**config.mk**
```make
export PLATFORM = sky130hd
export DESIGN_NAME = load_store_unit
export DESIGN_NICKNAME = d
export VERILOG_FILES = /design/src/rtl/load_store_unit.sv
export SDC_FILE = /design/constraint.sdc
export NUM_CORES = 1
export LEC_CHECK = 0
export BUFFER_PORTS_ARGS = -buffer_cell sky130_fd_sc_hd__buf_4
export CELL_PAD_IN_SITES_DETAIL_PLACEMENT = 0
export CELL_PAD_IN_SITES_GLOBAL_PLACEMENT = 1
export CORE_AREA = 8 8 111 153
export DETAILED_ROUTE_END_ITERATION = 7
export DIE_AREA = 0 0 119 161
export PLACE_DENSITY = 0.88
export SLEW_MARGIN = 20
export SYNTH_ARGS = -nofsm -noshare
export SYNTH_HDL_FRONTEND = slang
export SYNTH_SLANG_ARGS = --single-unit
```
**constraint.sdc**
```tcl
create_clock -name CLK -period 6.8 [get_ports CLK]
set_input_delay 0.68 -clock CLK [delete_from_list [all_inputs] [get_ports CLK]]
set_output_delay 0.68 -clock CLK [all_outputs]
set_load 0.005 [all_outputs]
```
**src/rtl/load_store_unit.sv**
```systemverilog
// load_store_unit: byte-addressed load/store sequencer between the core and a
// word-wide data memory. Sub-word stores use read-modify-write; misaligned and
// reserved-size requests complete with ERR and never touch memory.
module load_store_unit #(
   parameter int unsigned ADDRESS_WIDTH = 32,
   parameter int unsigned DATA_WIDTH    = 32
) (
   input  logic                     CLK,
   input  logic                     RST,
   input  logic                     REQ,
   input  logic                     WR,
   input  logic [1:0]               SIZE,
   input  logic                     UNSIGNED,
   input  logic [ADDRESS_WIDTH-1:0] ADDR,
   input  logic [DATA_WIDTH-1:0]    WDATA,
   output logic                     BUSY,
   output logic                     DONE,
   output logic                     ERR,
   output logic [DATA_WIDTH-1:0]    RDATA,
   output logic [ADDRESS_WIDTH-1:0] MEM_A,
   output logic                     MEM_WE,
   output logic [DATA_WIDTH-1:0]    MEM_WD,
   input  logic [DATA_WIDTH-1:0]    MEM_RD
);

   localparam int unsigned BYTE_EXT = DATA_WIDTH - 8;
   localparam int unsigned HALF_EXT = DATA_WIDTH - 16;

   localparam logic [1:0] SZ_BYTE = 2'b00;
   localparam logic [1:0] SZ_HALF = 2'b01;
   localparam logic [1:0] SZ_WORD = 2'b10;
   localparam logic [1:0] SZ_RSVD = 2'b11;

   typedef enum logic [2:0] {
      S_IDLE     = 3'd0,
      S_LOAD     = 3'd1,
      S_RMW_READ = 3'd2,
      S_WRITE    = 3'd3,
      S_RESP     = 3'd4
   } state_t;

   state_t                  state_q;
   state_t                  state_d;
   logic                    accept_c;
   logic                    req_err_c;
   logic [1:0]              size_q;
   logic                    uns_q;
   logic [1:0]              off_q;
   logic [15:0]             sub_wdata_q;
   logic [7:0]              lane_b_c;
   logic [15:0]             lane_h_c;
   logic [DATA_WIDTH-1:0]   load_c;
   logic [DATA_WIDTH-1:0]   merge_c;

   assign accept_c = (state_q == S_IDLE) && REQ;

   // Reject reserved sizes and addresses not aligned to the access size
   always_comb begin
      req_err_c = 1'b0;
      case (SIZE)
         SZ_HALF: req_err_c = ADDR[0];
         SZ_WORD: req_err_c = |ADDR[1:0];
         SZ_RSVD: req_err_c = 1'b1;
         default: req_err_c = 1'b0;
      endcase
   end

   // State register; reset returns to IDLE at once, which drops MEM_WE
   always_ff @(posedge CLK or posedge RST) begin
      if (RST) begin
         state_q <= S_IDLE;
      end else begin
         state_q <= state_d;
      end
   end

   // Next-state selection
   always_comb begin
      state_d = state_q;
      case (state_q)
         S_IDLE: begin
            if (REQ) begin
               if (req_err_c) begin
                  state_d = S_RESP;
               end else if (!WR) begin
                  state_d = S_LOAD;
               end else if (SIZE == SZ_WORD) begin
                  state_d = S_WRITE;
               end else begin
                  state_d = S_RMW_READ;
               end
            end
         end
         S_LOAD:     state_d = S_RESP;
         S_RMW_READ: state_d = S_WRITE;
         S_WRITE:    state_d = S_RESP;
         S_RESP:     state_d = S_IDLE;
         default:    state_d = S_IDLE;
      endcase
   end

   // State-decoded stall and write strobe
   always_comb begin
      BUSY   = 1'b0;
      MEM_WE = 1'b0;
      case (state_q)
         S_LOAD, S_RMW_READ: BUSY = 1'b1;
         S_WRITE: begin
            BUSY   = 1'b1;
            MEM_WE = 1'b1;
         end
         default: begin
            BUSY   = 1'b0;
            MEM_WE = 1'b0;
         end
      endcase
   end

   // Select the addressed lane of the memory word and extend it
   always_comb begin
      lane_b_c = MEM_RD[7:0];
      case (off_q)
         2'd1:    lane_b_c = MEM_RD[15:8];
         2'd2:    lane_b_c = MEM_RD[23:16];
         2'd3:    lane_b_c = MEM_RD[31:24];
         default: lane_b_c = MEM_RD[7:0];
      endcase
      lane_h_c = off_q[1] ? MEM_RD[31:16] : MEM_RD[15:0];
      load_c   = MEM_RD;
      case (size_q)
         SZ_BYTE: load_c = {{BYTE_EXT{~uns_q & lane_b_c[7]}}, lane_b_c};
         SZ_HALF: load_c = {{HALF_EXT{~uns_q & lane_h_c[15]}}, lane_h_c};
         default: load_c = MEM_RD;
      endcase
   end

   // Overlay the store data onto the addressed lane of the current word
   always_comb begin
      merge_c = MEM_RD;
      if (size_q == SZ_BYTE) begin
         case (off_q)
            2'd1:    merge_c[15:8]  = sub_wdata_q[7:0];
            2'd2:    merge_c[23:16] = sub_wdata_q[7:0];
            2'd3:    merge_c[31:24] = sub_wdata_q[7:0];
            default: merge_c[7:0]   = sub_wdata_q[7:0];
         endcase
      end else if (off_q[1]) begin
         merge_c[31:16] = sub_wdata_q;
      end else begin
         merge_c[15:0] = sub_wdata_q;
      end
   end

   // Request capture, word address and merge/write-data register
   always_ff @(posedge CLK or posedge RST) begin
      if (RST) begin
         size_q      <= SZ_BYTE;
         uns_q       <= 1'b0;
         off_q       <= 2'b00;
         sub_wdata_q <= 16'h0000;
         MEM_A       <= '0;
         MEM_WD      <= '0;
      end else begin
         if (accept_c) begin
            size_q      <= SIZE;
            uns_q       <= UNSIGNED;
            off_q       <= ADDR[1:0];
            sub_wdata_q <= WDATA[15:0];
            MEM_A       <= {2'b00, ADDR[ADDRESS_WIDTH-1:2]};
            if (WR && (SIZE == SZ_WORD) && !req_err_c) begin
               MEM_WD <= WDATA;
            end
         end
         if (state_q == S_RMW_READ) begin
            MEM_WD <= merge_c;
         end
      end
   end

   // Load result register; only a completed load updates it
   always_ff @(posedge CLK or posedge RST) begin
      if (RST) begin
         RDATA <= '0;
      end else if (state_q == S_LOAD) begin
         RDATA <= load_c;
      end
   end

   // Completion pulse; only a rejected request goes straight from IDLE to RESP
   always_ff @(posedge CLK or posedge RST) begin
      if (RST) begin
         DONE <= 1'b0;
         ERR  <= 1'b0;
      end else begin
         DONE <= (state_d == S_RESP);
         ERR  <= accept_c && req_err_c;
      end
   end

endmodule

```
==> impl_metrics.toml <==
[status]
outcome = "completed"

[detailed_routing]
via_count = 5141
drt_iter0_markers = 365
antenna_left = 0
wl_per_cell_um = 20.5
drcViolationCount = 0
routed_wl_um = 19300
via_per_inst = 5.48
dr.pass1.iters = 5

[floorplanning]
die_area_um2 = 19200
core_area_um2 = 14800
die_w_um = 119
fp-row-count = 53
fp.dieH_um = 161
ios = 203
start_util_pct = 39.9

[timing]
whs_ns = 0.388
rsz0062_at_grt = "no"
worst_pin_slew_ns = 0.882
fmax_ghz = 0.392
slew_headroom_pct = 41.2
report.final.slew_viol_count = 0
skew_ns = 0.00825
finalCriticalPeriod_ns = 2.55
final-setup-viol-count = 0
finalCritPeriodShare_pct = 37.5
fin_setup_tns_ns = 0
hold_viol = 0

[cells_and_area]
finalNonFillerCells = 938
final_common_cell = "buf_4"
finalNetCount = 836
num_antenna_cells = 0
layout_common_cells = "208 x buf_4, 120 x dfrtp_1, 72 x nand2_1"
synthToLayoutAreaGrowth_pct = 35.5
drive_above_1_share_pct = 43.2
fillers = 1302

[grt]
grt_max_degree = 67
grt_pass1_wl_um = 30300
use_met2_pct = 34.7
use_met3_pct = 7.54
grt_use_met1_pct = 21.8
overflow = 0
grt_antenna_before_repair = 0
grt.busiest_layer = "met2"
grt_pass1_vias = 5506
grtUsageTotal_pct = 20.2

[yosys]
synthCells = 552
synthMuxAreaShare_pct = 14.5
synth-xor-area-share_pct = 0
ys_warn_count = 0
synth_top_family_by_area = "compound AO/OA/AOI/OAI gates"
yosys.area.top_type = "dfrtp_1"
yosysUniqueCellTypes = 44
ys.flop_type = "dfrtp_1"
synthAdderAreaFrac_pct = 0
synth-seq-area-share_pct = 50.9
yosysTopAreaCellShare_pct = 50.9
synth_edf_count = 0
synth_area_leaders = "dfrtp_1 51%, mux2_2 11%, nand2_1 4.6%"
avgSynthCellArea_um2 = 10.7
synth-seq-cells = 120
synth_compound_area_share_pct = 16.6
async_flop_share_pct = 100
syn_area_um2 = 5900
synth-simple-area-share_pct = 13.1

[cts]
cts.sinks = 120
clkTransAtPathRegs_ns = 0.06
cts_buffer_depth = 2
postCtsSetupRepairBufs = 0
clkLatencyLatePin_ns = 0.41
cts_tree = "built"
cts_made_buffers = 17
hold_buffers = 0
cts_root_buffer = "clkbuf_16"
cts_resized = 0
htree_levels = 4

[power]
seqPwrFrac_pct = 34.5
pwr-share-clk_pct = 21.1
intPower_mw = 2.53
switching_share_pct = 37.0
ir_drop_v = 0.000244
power_leakage_nw = 3.64
switchingPower_mw = 1.49
powerDensity_nw_per_um2 = 503
pwr-share-comb_pct = 44.4

[worst_setup_path]
crit_start = "state_q[2]$_DFF_PP0_"
critPathRequiredTime_ns = 7.12
path_depth = 6
slowest_stage = "buf_4"
crit_top_cell = "buf_4"
start_kind = "flip-flop"
crit_path_max_fanout = 55
crit_chain = "nor4b_4 > buf_4 > and4_1 > buf_4 > a21oi_1 > a22oi_1"
max_stage_delay_ns = 0.62
crit_type = "reg -> reg"
r2r_start = "state_q[2]$_DFF_PP0_"
cp.arrival_ns = 2.87
critPathBufInv = 2
end_kind = "flip-flop"
reg2reg_depth = 6
cp_top_family = "buffers and inverters"

[place]
place_congestion = 0.827
place_inst = 906
portBuffers = 200
place_hpwl_um = 14500

[run]
max-cap-violations = 0

[hold_path]
min_path_type = "in -> async"
## cells by family (layout without fill, tap and decap cells)
group | count (synthesis) | count (layout)
mux | 78 | 78
compound gates | 146 | 146
buf+inv | 51 | 244
simple gates | 156 | 156
flops | 120 | 120
other cells | 1 | 2
## sequential cells by signal (all words and copies together) (netlist names)
signal,flops
state_q,3
off_q,2
MEM_WD,32
DONE,1
size_q,2
uns_q,1
sub_wdata_q,16
MEM_A,30
RDATA,32
ERR,1
## synth_stat cells, types with 2 or more instances
cell,count
nor3_1,2
a21oi_2,5
a2bb2oi_1,2
nor2_1,29
buf_2,19
a21oi_1,50
a31oi_1,10
a22oi_1,4
a221oi_1,20
inv_1,4
nand3_1,22
nand3b_1,12
nor3b_4,2
nand2_1,72
o21ai_0,33
a31o_2,2
dfrtp_1,120
buf_1,3
mux2_2,59
a22oi_2,5
buf_6,4
clkbuf_1,10
nand2b_1,5
mux2i_1,19
buf_4,11
nor3b_1,2
o211ai_1,9
## path summary, 6_finish.rpt
check,slack (ns),to
max in group asynchronous,5.08,RDATA[30]$_DFFE_PP0P_
max reg2reg,4.25,MEM_WD[22]$_DFFE_PP0P_
max,4.25,MEM_WD[22]$_DFFE_PP0P_
min reg2reg,0.48,RDATA[1]$_DFFE_PP0P_
min in group CLK,0.48,MEM_WD[23]$_DFFE_PP0P_
min,0.39,MEM_A[10]$_DFFE_PP0P_
## layout make-up
cell class | count | area, um^2 | share of cell area [%]
Clock buffer | 21 | 460 | 5.76
Clock inverter | 11 | 98.8 | 1.24
Inverter | 4 | 17.5 | 0.219
Multi-Input combinational cell | 382 | 2610 | 32.7
Sequential cell | 120 | 3000 | 37.6
Tap cell | 192 | 240 | 3.01
Timing Repair Buffer | 208 | 1560 | 19.5
## worst reg2reg max path, cell delays in order (launching register included)
cell and delay [ns]:
dfrtp_1 0.51, nor4b_4 0.37, buf_4 0.62, and4_1 0.29, buf_4 0.35, a21oi_1 0.14
a22oi_1 0.19
## power groups by stage
stage	Clock (mW)	Combinational [mW]	Sequential, mW
global route	0.891	1.97	1.44
floorplan	0	1.12	1.30
finish	0.848	1.79	1.39
CTS	0.856	1.81	1.39
detailed placement	0	1.81	1.40
global placement	0	1.75	1.38
## routing by layer
metal,up-vias,routed length (um)
li1,2349,-
met1,2519,7260
met2,237,9830
met3,36,1600
met4,0,592
met5,-,0
## per-stage QoR
| stage | area (um^2) | setup slack [ns] | power [mW] | util, % |
|---|---|---|---|---|
| floorplan | 5900 | 2.93 | 2.42 | - |
| global placement | 7430 | 4.21 | 3.13 | 50.3 |
| detailed placement | 7430 | 4.09 | 3.20 | 50.3 |
| CTS | 7990 | 4.24 | 4.06 | 54.0 |
| global route | 7990 | 4.04 | 4.30 | 54.0 |
| finish | 7990 | 4.25 | 4.02 | 54.0 |
(Power assumes the default switching activity.)
